### src/rtl/flappy_pkg.sv
// flappy_pkg: shared game state encoding, playfield geometry and reset positions
package flappy_pkg;
  typedef enum logic [1:0] {IDLE = 2'd0, PLAY = 2'd1, PAUSE = 2'd2, GAME_OVER = 2'd3} game_state_t;
  localparam int BIRD_X   = 3;
  localparam int GAP_SIZE = 4;
  localparam int GAP_MAX  = 12;
  localparam logic [3:0] BIRD_Y0 = 4'd7;
  localparam logic [3:0] PIPE_X0 = 4'd15;
  localparam logic [3:0] GAP_Y0  = 4'd6;
endpackage

### src/rtl/flappy_lfsr8.sv
// lfsr8: 8-bit Fibonacci LFSR (taps 8,6,5,4, seed A5) stepping every clk; ports clk, reset, q[7:0]
module lfsr8 (
  input  logic       clk,
  input  logic       reset,
  output logic [7:0] q
);
  always_ff @(posedge clk) q <= reset ? 8'hA5 : {q[6:0], q[7] ^ q[5] ^ q[4] ^ q[3]};
endmodule

### src/rtl/flappy_game_core.sv
// flappy_game_core: flappy bird game logic; in clk/reset/flap_btn/pause_btn, out bird_x/bird_y/pipe_x/gap_y/game_state/blink_counter/score
module flappy_game_core
  import flappy_pkg::*;
#(
  parameter int TICK_DIV = 12500000,
  parameter int GRAV_DIV = 2,
  parameter int FLAP_H   = 2
) (
  input  logic        clk,
  input  logic        reset,
  input  logic        flap_btn,
  input  logic        pause_btn,
  output logic [3:0]  bird_x,
  output logic [3:0]  bird_y,
  output logic [3:0]  pipe_x,
  output logic [3:0]  gap_y,
  output logic [1:0]  game_state,
  output logic [24:0] blink_counter,
  output logic [7:0]  score
);
  localparam int PW = $clog2(TICK_DIV + 1);
  localparam int GW = $clog2(GRAV_DIV + 1);
  game_state_t state, state_n;
  logic flap_q, pause_q, flap_p, pause_p, tick, pend, fl, grav_wrap, col, stay_play;
  logic [PW-1:0] presc;
  logic [GW-1:0] grav, grav_n;
  logic [3:0] lq, lfsr_unused, by_n, px_n, gy_n;
  lfsr8 u_lfsr (.clk(clk), .reset(reset), .q({lfsr_unused, lq}));
  assign pause_p   = pause_btn & ~pause_q;
  assign flap_p    = flap_btn & ~flap_q & ~pause_p;
  assign tick      = state == PLAY && !pause_p && presc == PW'(TICK_DIV - 1);
  assign fl        = pend | flap_p;
  assign grav_wrap = grav == GW'(GRAV_DIV - 1);
  assign stay_play = state == PLAY && state_n == PLAY;
  always_comb begin
    by_n   = fl ? (bird_y >= 4'(FLAP_H) ? bird_y - 4'(FLAP_H) : 4'd0)
                : (grav_wrap && bird_y != 4'd15) ? bird_y + 4'd1 : bird_y;
    grav_n = fl ? grav : grav_wrap ? '0 : grav + GW'(1);
    px_n   = pipe_x == 4'd0 ? 4'd15 : pipe_x - 4'd1;
    gy_n   = pipe_x == 4'd0 ? (lq <= 4'(GAP_MAX) ? lq : lq - 4'(GAP_SIZE)) : gap_y;
    col    = (px_n == 4'(BIRD_X) && (by_n < gy_n || by_n > gy_n + 4'(GAP_SIZE - 1))) || by_n == 4'd15;
  end
  always_comb
    state_n = state == IDLE      && flap_p        ? PLAY      :
              state == PLAY      && pause_p       ? PAUSE     :
              state == PLAY      && tick && col   ? GAME_OVER :
              state == PAUSE     && pause_p       ? PLAY      :
              state == GAME_OVER && flap_p        ? IDLE      : state;
  always_ff @(posedge clk) state <= reset ? IDLE : state_n;
  always_comb begin
    game_state = state;
    bird_x     = 4'(BIRD_X);
  end
  always_ff @(posedge clk) begin
    if (reset) begin
      flap_q        <= 1'b0;
      pause_q       <= 1'b0;
      blink_counter <= '0;
      presc         <= '0;
      pend          <= 1'b0;
      grav          <= '0;
      bird_y        <= BIRD_Y0;
      pipe_x        <= PIPE_X0;
      gap_y         <= GAP_Y0;
      score         <= 8'd0;
    end else begin
      flap_q        <= flap_btn;
      pause_q       <= pause_btn;
      blink_counter <= blink_counter + 25'd1;
      presc         <= stay_play && !tick ? presc + PW'(1) : '0;
      pend          <= stay_play && !tick && fl;
      if (tick) begin
        bird_y <= by_n;
        pipe_x <= px_n;
        gap_y  <= gy_n;
        grav   <= grav_n;
        if (!col && pipe_x == 4'(BIRD_X) && score != 8'd255) score <= score + 8'd1;
      end else if (state == GAME_OVER && flap_p) begin
        bird_y <= BIRD_Y0;
        pipe_x <= PIPE_X0;
        gap_y  <= GAP_Y0;
        grav   <= '0;
        score  <= 8'd0;
      end
    end
  end
endmodule

### config.mk
export PLATFORM = sky130hd
export DESIGN_NAME = flappy_game_core
export DESIGN_NICKNAME = d
export VERILOG_FILES = /design/src/rtl/flappy_pkg.sv /design/src/rtl/flappy_lfsr8.sv /design/src/rtl/flappy_game_core.sv
export SDC_FILE = /design/constraint.sdc
export NUM_CORES = 1
export LEC_CHECK = 0
export CAP_MARGIN = 40
export CORE_MARGIN = 8
export CORE_UTILIZATION = 35
export DETAILED_ROUTE_END_ITERATION = 8
export GPL_TIMING_DRIVEN = 0
export PLACE_DENSITY = 0.56
export SLEW_MARGIN = 15
export SYNTH_ARGS = -nofsm -noshare
export SYNTH_HDL_FRONTEND = slang
export SYNTH_HIERARCHICAL = 1
export SYNTH_SLANG_ARGS = --single-unit
### constraint.sdc
create_clock -name clk -period 8.15 [get_ports clk]
set_input_delay 1.63 -clock clk [delete_from_list [all_inputs] [get_ports clk]]
set_output_delay 1.63 -clock clk [all_outputs]
set_load 0.02 [all_outputs]
* After elaboration in Yosys (flattened, before gate mapping) *
Cells that the tools add are included.

cells by class
  $add $sub $neg = 9
  multiply operators = 0
  divide/modulo/power cells = 0
  $lt $le $gt $ge = 4
  equality and inequality tests = 13
  shifts and indexed selects = 0
  muxes and demuxes = 24
  bitwise logic cells = 11
  reductions and logical operators = 26

operators by type and width
  kind                   count
  $mux 4                 12
  $add 25x1->25 const B  1
  $add 24x1->24 const B  1
  $eq 24x24->1 const B   1
  $mux 8                 3
  $mux 2                 9
  $logic_and 1x1->1      15
  $add 8x1->8 const B    1
  $eq 4x2->1 const B     2
  $ne 8x8->1 const B     1
  $eq 2x1->1 const B     3
  $add 4x1->4 const B    1
  $add 4x2->4 const B    1
  $eq 2x2->1 const B     2
  $eq 4x4->1 const B     1
  $ge 4x2->1 const B     1
  $gt 4x4->1             1
  $le 4x4->1 const B     1
  $logic_not 4->1        1
  $lt 4x4->1             1
  $ne 4x4->1 const B     1
  $not 1->1              4
  $reduce_and 2->1       2
  $sub 4x1->4 const B    1
  other kinds (13)       20

storage, ports and cells
  flip-flop bits (word level) = 84
  bits in latches = 0
  RAM bits = 0
  bits in read-only memories = 0
  bits of input ports = 4
  output and inout port bits = 51
  logic and storage cells = 99
  memories kept = 0

* Longest topological paths before layout *
Gate-level depths: netlist of the first run.

  word-level depth = 19
  gate-level depth with buffers = 16
  gate-level depth less buffers = 15

* Cells and area by module *
Netlist of the first run, hierarchy kept.

modules (own cells, without submodules)
  module            times used  cells an instance  area each (sq um)  sequential area each (sq um)
  flappy_game_core  1           491                4,083.9            1,521.5
  lfsr8             1           19                 236.5              160.2

* Worst setup path before layout of the first run *
Ideal clock, no wire load.

  path type = in2reg
  start point = input flap_btn
  end point = register score[6]
  setup time = 117 ps
  arrival time = 4,202 ps
  data required time = 8,033 ps
  slack = 3,831 ps
  cell stages on the path = 11
  path buffers = 0
  path through = and2b_1 > a21o_1 > a41o_1 > or3_1 > ha_1 > a21oi_1 > a21oi_1 > o21ai_0 > and4_4 > o21ai_1 > a32o_1

between the ends
  word-level cells in the longest chain between the ends = 13
  elaborated cells on any way between the ends = 17
  classes of those cells = order compare: 2; eq/ne: 2; mux: 1; bitwise: 3; reduce/logical: 9

RTL lines
  element                                   line                    source
  from (decl)                               flappy_game_core.sv:11  input logic flap_btn,
  $and 1x1->1 (*) (2 in a row)              flappy_game_core.sv:30  assign flap_p = flap_btn & ~flap_q & ~pause_p;
  $or 1x1->1                                flappy_game_core.sv:32  assign fl = pend | flap_p;
  $mux 4                                    flappy_game_core.sv:36  by_n = fl ? (bird_y >= 4'(FLAP_H) ? bird_y - 4'(FLAP_H) : 4'd0)
  $lt 4x4->1 or $gt 4x4->1 (tied branches)  flappy_game_core.sv:41  col = (px_n == 4'(BIRD_X) && (by_n < gy_n || by_n > gy_n + 4'(GAP_SIZE - 1))) || by_n == 4'd15;
  $logic_or 1x1->1                          flappy_game_core.sv:41
  $logic_and 1x1->1                         flappy_game_core.sv:41
  $logic_or 1x1->1                          flappy_game_core.sv:41
  $logic_not 1->1                           flappy_game_core.sv:77  if (!col && pipe_x == 4'(BIRD_X) && score != 8'd255) score <= score + 8'd1;
  $logic_and 1x1->1 (2 in a row)            flappy_game_core.sv:77
  $ne 2x1->1 (no line)                      --
  $reduce_and 2->1 (no line) (*)            --
  to (signal assigned)                      flappy_game_core.sv:77
  to (decl)                                 flappy_game_core.sv:19  output logic [7:0] score

Mark *: on every way between the ends. The rest lies on a longest branch, timed or not.
A chain may end at the register's enable or synchronous reset.

* Final worst setup path of the first run *
  start point = input flap_btn
  end point = register score[5]

Same word-level chain as after synthesis.

==> summary.md, run 1 <==
| Metric | Value |
|---|---|
| Final Wtd Congestion | `0.797` |
| PD cells | `168 nW/um2` |
| Worst path depth | `12` |
| Worst slew margin | `49.4%` |
| Post-route DRC | `0` |
| Maximum fanout along the worst path | `8` |
| Clk sinks | `84` |
| Clock Latency Late Sink | `0.35 ns` |
| Clk pwr share | `48.0%` |
| DR vias/cell | `5.09` |
| Synthesized flop and latch total | `84` |
| Initial Util | `36.0%` |
| Sw Pwr | `0.198 mW` |
| Clock-pin slew on the worst setup and hold paths | `0.06 ns` |
| Worst EP arrival | `5.10 ns` |
| Post-route ant nets | `0` |
| CTS buffer count | `9` |
| FF/Latch Area | `1680 um2` |
| DRT Pass-1 Iters | `4` |
| Layout cells sized above 1 | `6.59%` |
| Critical Path RT | `8.38 ns` |
| Avg Cell Area, Syn | `8.47 um2` |
| Final antenna diode count | `0` |
| H-tree depth | `3` |
| Dpl hpwl | `7570 um` |
| Part of the cycle the worst path needs | `59.7%` |
| Total negative slack | `0 ns` |
| Grt met3 use | `5.57%` |
| Total Power | `0.893 mW` |
| CP Class | `input port to register` |
| Max cap viols | `0` |
| GRT Total Usage | `13.5%` |
| Worst Reg-to-Reg Cells | `12` |
| Initial drt markers | `112` |
| FF-to-FF End | `score[5]$_SDFFE_PP0P_` |
| Met2 usage | `20.8%` |
| Final Core Density | `44.3%` |
| Post-synth EDFFs | `0` |
| Number of global-route vias before repair | `3601` |
| Sequential share of the synthesized area | `38.9%` |
| Delay-heaviest family, CP | `compound AO/OA/AOI/OAI gates` |
| Fillers | `1193` |
| Least-Margin Pin Slew | `0.752 ns` |
| Setup Skew | `0.0109 ns` |
| Met1 usage | `16.7%` |
| HP Class | `register to register` |
| Largest net degree at the start of global routing | `14` |
| Leakage | `2.00 nW` |
| Max VDD drop | `0.0764 mV` |
| Element type at the critical path end | `register` |
| Max Clk Rate | `205 MHz` |
| Critical Path End | `score[5]$_SDFFE_PP0P_` |
| Routed len/inst | `14.3 um` |
| Tmin final | `4.87 ns` |
| WL final | `10400 um` |
| Hold-fix buffers at CTS | `0` |
| Busiest grt layer | `met2` |
| First-pass GRT wire length | `17700 um` |
| Nets | `597` |
| Cells after Synth | `510` |
| Area occupied by multi-input gates | `2470 um2` |
| Crit path buf inv count | `1` |
| Pre-CTS setup slack | `2.94 ns` |
| CTS tree | `built` |
| Crit path launch type | `input port` |
| Root Buffer | `clkbuf_16` |
| Combinational share of power | `4.7%` |
| Post_cts resized | `0` |
| Area Overhead vs Synth | `23.2%` |
| Fin. max-slew vios | `0` |
| Fin. Hold Viols | `0` |
| Final worst slack | `3.28 ns` |
| R2r startpoint | `bird_y[0]$_SDFFE_PP1P_` |
| Initial antenna violation count | `0` |
| # IOs | `55` |
| GRT Residual Overflow | `0` |
| Port bufs | `50` |
| Syn. warnings | `6` |
| DIE HEIGHT | `127 um` |
| Reg-to-reg setup timing slack | `4.38 ns` |
| Post-CTS setup buffer count | `0` |
| Standard-cell rows | `40` |
| CP peak stage delay | `0.48 ns` |
| Sw Share | `22.2%` |
| Synth async-reset ratio | `0%` |
| RSZ-0062 raised after global routing | `false` |
| Critical-path top delay cell | `o21ai_0` |
| Crit path launch | `flap_btn` |
| Die W | `127 um` |
| CP cell instances | `clkdlybuf4s50_1 -> and2b_1 -> a21o_1 -> a41o_1 -> or3_1 -> ha_1 -> a21oi_1 -> a21oi_1 -> o21ai_0 -> nand4_1 -> nand2_1 -> o21ai_0` |
| Int Pwr | `0.695 mW` |
| Outcome | `finished, final reports clean` |
| Synth unique cells | `65` |
| Synthesized cell area | `4320 um2` |
| Main synth FF type | `dfxtp_1` |
| Die area | `16200 um2` |
| Flop pwr share | `47.3%` |
| Core area | `12000 um2` |
| Final setup viols | `0` |
| Bufs on Longest Clock Path | `2` |
| Vias | `3685` |
==> Yosys cell counts, drive strengths merged, types with 5 or more instances <==
cell / number / area, um2
a21oi: 17 / 88.8
and3: 18 / 113
buf: 10 / 66.3
clkbuf: 12 / 45.0
dfxtp: 84 / 1680
ha: 20 / 250
inv: 16 / 60.1
nand2: 43 / 161
nand2b: 5 / 31.3
nand3: 17 / 85.1
nand4: 16 / 100
nor2: 72 / 270
nor2b: 12 / 75.1
nor3: 23 / 115
nor4: 5 / 43.8
o21ai: 23 / 115
or3: 8 / 50.1
xnor2: 18 / 158
xor2: 32 / 280
==> flip-flops by register name (all words and copies together), names as in the netlist <==
name           cells
pend               1
gap_y              4
game_state         2
presc             24
u_lfsr/q           8
bird_y             4
pause_q            1
flap_q             1
grav               2
score              8
blink_counter     25
pipe_x             4
==> cells in the final DEF (no fill, tap or decap), types with 3 or more instances in the layout <==
cell / count
nand2b_1: 5
buf_4: 5
a21oi_1: 16
clkbuf_8: 3
o21ai_0: 22
a21o_1: 3
and4_1: 3
nor4_1: 3
dfxtp_1: 84
or3_1: 8
nand4_1: 16
nor3b_1: 3
nor2_1: 72
and3_1: 18
or2_2: 4
mux2i_1: 3
and2_1: 4
conb_1: 4
nor3_1: 23
clkbuf_16: 9
clkdlybuf4s50_1: 50
ha_1: 20
nand3_1: 17
xnor2_1: 18
nor2b_1: 12
a31oi_1: 3
nand2_1: 43
inv_1: 15
xor2_1: 32
clkbuf_1: 12
==> worst min-delay path by stage <==
stage                                start                      to  slack, ns  depth (start not counted)
floorplan           u_lfsr/q[6]$_SDFF_PP0_  u_lfsr/q[7]$_SDFF_PP1_       0.39                          1
global route        u_lfsr/q[6]$_SDFF_PP0_  u_lfsr/q[7]$_SDFF_PP1_       0.45                          1
global placement    u_lfsr/q[6]$_SDFF_PP0_  u_lfsr/q[7]$_SDFF_PP1_       0.40                          1
CTS                 u_lfsr/q[6]$_SDFF_PP0_  u_lfsr/q[7]$_SDFF_PP1_       0.43                          1
detailed placement  u_lfsr/q[6]$_SDFF_PP0_  u_lfsr/q[7]$_SDFF_PP1_       0.41                          1
finish              u_lfsr/q[6]$_SDFF_PP0_  u_lfsr/q[7]$_SDFF_PP1_       0.42                          1
==> power by group through the flow <==
stage	sequential [mW]	clock, mW	combinational, mW
3_3_place_gp	0.432	0	0.0416
5_1_grt	0.424	0.456	0.0470
4_1_cts	0.423	0.439	0.0425
2_1_floorplan	0.432	0	0.0273
6_report	0.423	0.429	0.0419
3_5_place_dp	0.432	0	0.0423
==> metal layers <==
| metal | vias up | wire length [um] | part of all wire [%] |
|---|---|---|---|
| met4 | 0 | 136 | 1.3 |
| met3 | 10 | 721 | 6.9 |
| li1 | 1890 | - | - |
| met5 | - | 0 | 0 |
| met2 | 72 | 4590 | 44 |
| met1 | 1713 | 4930 | 48 |
==> kinds of logic (layout without fill, tap and decap cells) <==
family	after synthesis	in the layout	synth area share (%)
other	2	4	0.174
flip-flops	84	84	38.9
buffers and inverters	38	103	3.97
XOR/XNOR	50	50	10.1
adder cells (fa/ha/maj)	20	20	5.79
multiplexers	4	4	0.956
AO/OA/AOI/OAI	67	67	11.0
AND/OR/NAND/NOR	245	245	29.0
==> worst reg2reg max path: cells and delay by family, from the launching register on <==
kind / cells / cell delay (ns)
buffers and inverters: 1 / 0.13
adder cells (fa/ha/maj): 2 / 0.58
AND/OR/NAND/NOR: 4 / 1.32
flip-flops: 1 / 0.51
AO/OA/AOI/OAI: 5 / 1.11
==> cell type report <==
| cell class | count | share of cell area [%] |
|---|---|---|
| Inverter | 16 | 1.13 |
| Tap cell | 147 | 3.45 |
| Timing Repair Buffer | 50 | 9.40 |
| Buffer | 22 | 2.09 |
| Clock inverter | 3 | 0.846 |
| Clock buffer | 12 | 5.01 |
| Sequential cell | 84 | 31.6 |
| Multi-Input combinational cell | 390 | 46.5 |
==> metrics by stage <==
| step | cells | cell area [um2] | hold WS (ns) |
|---|---|---|---|
| after global routing | 724 | 5320 | 0.451 |
| after detailed placement | 709 | 5010 | 0.409 |
| after CTS | 724 | 5320 | 0.428 |
| after floorplan | 512 | 4330 | 0.389 |
| final | 724 | 5320 | 0.419 |
| after global placement | 709 | 5010 | 0.399 |
Power figures use the tool's default switching activity.
==> run 2: changes to the inputs <==
--- a/config.mk
+++ b/config.mk
@@ -10,7 +10,7 @@
 export CORE_UTILIZATION = 35
 export DETAILED_ROUTE_END_ITERATION = 8
 export GPL_TIMING_DRIVEN = 0
-export PLACE_DENSITY = 0.56
+export PLACE_DENSITY = 0.58
 export SLEW_MARGIN = 15
 export SYNTH_ARGS = -nofsm -noshare
 export SYNTH_HDL_FRONTEND = slang
==> constraint.sdc (replaced) <==
create_clock -name clk -period 4.1 [get_ports clk]
set_input_delay 0.82 -clock clk [delete_from_list [all_inputs] [get_ports clk]]
set_output_delay 0.82 -clock clk [all_outputs]
set_load 0.02 [all_outputs]
==> run 2 against run 1 <==
Core utilization decreased by 0.22 points. Power is 90% higher. Sequential cell count stayed put. Clock-buffer cell count is 1 lower. Highest routed layer unchanged.
==> summary.md, run 2 (synthesis results as in run 1) <==
| Metric | Value |
|---|---|
| Core area | `12000 um2` |
| H-tree depth | `3` |
| R2r startpoint | `pipe_x[0]$_SDFFE_PP1P_` |
| Port bufs | `50` |
| Dpl hpwl | `7590 um` |
| Die W | `127 um` |
| Hold Path End | `u_lfsr/q[7]$_SDFF_PP1_` |
| WL final | `10300 um` |
| # IOs | `55` |
| Setup Skew | `0.0146 ns` |
| Total negative slack | `0 ns` |
| CP Class | `input port to register` |
| CP cell instances | `clkdlybuf4s50_1 -> and2b_1 -> a21o_1 -> a41o_1 -> or3_1 -> ha_1 -> a21oi_1 -> a21oi_1 -> o21ai_1 -> nand4_1 -> nand2_1 -> o21ai_0` |
| Fin. max-slew vios | `0` |
| Flop pwr share | `49.4%` |
| Clk sinks | `84` |
| Sw Share | `23.2%` |
| Crit path launch type | `input port` |
| Fillers | `1194` |
| Largest register FFs | `25` |
| Final antenna diode count | `0` |
| Largest registers | `blink_counter x25, presc x24` |
| Max Clk Rate | `255 MHz` |
| Clk pwr share | `45.7%` |
| Delay-heaviest family, CP | `compound AO/OA/AOI/OAI gates` |
| Bufs on Longest Clock Path | `2` |
| Outcome | `finished, final reports clean` |
| Biggest register | `blink_counter` |
| Worst Reg-to-Reg Cells | `14` |
| HP Start | `u_lfsr/q[6]$_SDFF_PP0_` |
| DR vias/cell | `5.11` |
| Critical-path top delay cell | `clkdlybuf4s50_1` |
| Least-Margin Pin Slew | `0.758 ns` |
| Combinational share of power | `4.9%` |
| Number of global-route vias before repair | `3479` |
| Initial drt markers | `166` |
| Worst EP arrival | `4.15 ns` |
| Layout cells sized above 1 | `6.59%` |
| Die area | `16200 um2` |
| Max VDD drop | `0.296 mV` |
| First-pass GRT wire length | `17200 um` |
| Part of the cycle the worst path needs | `95.6%` |
| Initial antenna violation count | `0` |
| Int Pwr | `1.31 mW` |
| Crit path buf inv count | `1` |
| Critical Path RT | `4.33 ns` |
| Hold-fix buffers at CTS | `0` |
| CP peak stage delay | `0.45 ns` |
| GRT Total Usage | `13.1%` |
| Worst path depth | `12` |
| Largest net degree at the start of global routing | `15` |
| Post_cts resized | `0` |
| HP Class | `register to register` |
| Max cap viols | `0` |
| PD cells | `321 nW/um2` |
| Worst slew margin | `49.0%` |
| CTS tree | `built` |
| Area Overhead vs Synth | `22.6%` |
| Post-route DRC | `0` |
| Element type at the critical path end | `register` |
| Post-route ant nets | `0` |
| Maximum fanout along the worst path | `8` |
| Fin. Hold Viols | `0` |
| Total Power | `1.70 mW` |
| Routed len/inst | `14.2 um` |
| Vias | `3699` |
| Nets | `597` |
| Sw Pwr | `0.394 mW` |
| Clock Latency Late Sink | `0.34 ns` |
| Most frequent cells in the layout | `dfxtp_1, nor2_1, clkdlybuf4s50_1` |
| Post-CTS setup buffer count | `0` |
| Worst Hold Depth | `1` |
| Root Buffer | `clkbuf_16` |
| Commonest non-fill, non-tap cell in the layout | `dfxtp_1` |
| Reg-to-reg setup timing slack | `0.48 ns` |
| CP dominant cell by count | `a21oi_1` |
| RSZ-0062 raised after global routing | `false` |
| Standard-cell rows | `40` |
| Leakage | `1.99 nW` |
| Initial Util | `36.0%` |
| Tmin final | `3.92 ns` |
| DRT Pass-1 Iters | `4` |
| Clock-pin slew on the worst setup and hold paths | `0.07 ns` |
| CTS buffer count | `9` |
| GRT Residual Overflow | `0` |
| Final Wtd Congestion | `0.791` |
| Final setup viols | `0` |
| DIE HEIGHT | `127 um` |
| FF-to-FF End | `score[5]$_SDFFE_PP0P_` |
[run 2: changes by cell type in the layout (fill, tap and decap cells not counted), sizes merged]
cell    before  now
clkinv       0    1
clkbuf      24   23
bufinv       1    0
inv         16   17
[run 2: metal layers]
layer	global-route usage [%]	part of all wire (%)	wire (um)	vias to the layer above
met5	0	0	0	-
met4	6.02	1.5	153	0
met3	4.28	7.5	772	10
met2	20.5	44	4520	97
met1	15.9	47	4830	1703
li1	-	-	-	1889
[run 2: worst max path at each step]
stage                     startpoint                     to
after floorplan             flap_btn  score[6]$_SDFFE_PP0P_
after global placement      flap_btn  score[5]$_SDFFE_PP0P_
after detailed placement    flap_btn  score[5]$_SDFFE_PP0P_
after CTS                   flap_btn  score[5]$_SDFFE_PP0P_
after global routing        flap_btn  score[3]$_SDFFE_PP0P_
final                       flap_btn  score[5]$_SDFFE_PP0P_
[run 2: final cells by class]
| class | count | area (um2) | share of cell area (%) |
|---|---|---|---|
| Inverter | 16 | 60.1 | 1.13 |
| Timing Repair Buffer | 50 | 500 | 9.45 |
| Buffer | 22 | 111 | 2.10 |
| Multi-Input combinational cell | 390 | 2470 | 46.7 |
| Clock buffer | 11 | 253 | 4.77 |
| Clock inverter | 4 | 32.5 | 0.614 |
| Sequential cell | 84 | 1680 | 31.7 |
| Tap cell | 147 | 184 | 3.47 |
[run 2: power groups by stage]
stage / Sequential, mW / Combinational, mW / Clock (mW)
global placement: 0.858 / 0.0826 / 0
CTS: 0.840 / 0.0843 / 0.803
floorplan: 0.860 / 0.0543 / 0
finish: 0.840 / 0.0834 / 0.778
detailed placement: 0.858 / 0.0840 / 0
global route: 0.842 / 0.0924 / 0.837
[run 2: worst register-to-register path, cell delays in order, from the launching register on]
cell	delay, ns
dfxtp_1	0.37
inv_1	0.13
ha_1	0.24
and2_1	0.15
clkbuf_1	0.28
mux2i_1	0.39
ha_1	0.30
ha_1	0.29
nor2b_1	0.13
o211ai_1	0.16
a21oi_1	0.08
o21ai_1	0.34
nand4_1	0.31
nand2_1	0.22
o21ai_0	0.11
[run 2: per-stage QoR]
step	util, %	hold WS [ns]	std cells	setup WS, ns	instance area, um2
2_1_floorplan	-	0.389	512	0.591	4330
3_3_place_gp	41.7	0.397	709	-0.299	5010
3_5_place_dp	41.7	0.397	709	-0.355	5010
4_1_cts	44.1	0.413	724	0.00135	5300
5_1_grt	44.1	0.427	724	0.0193	5300
6_report	44.1	0.409	724	0.179	5300
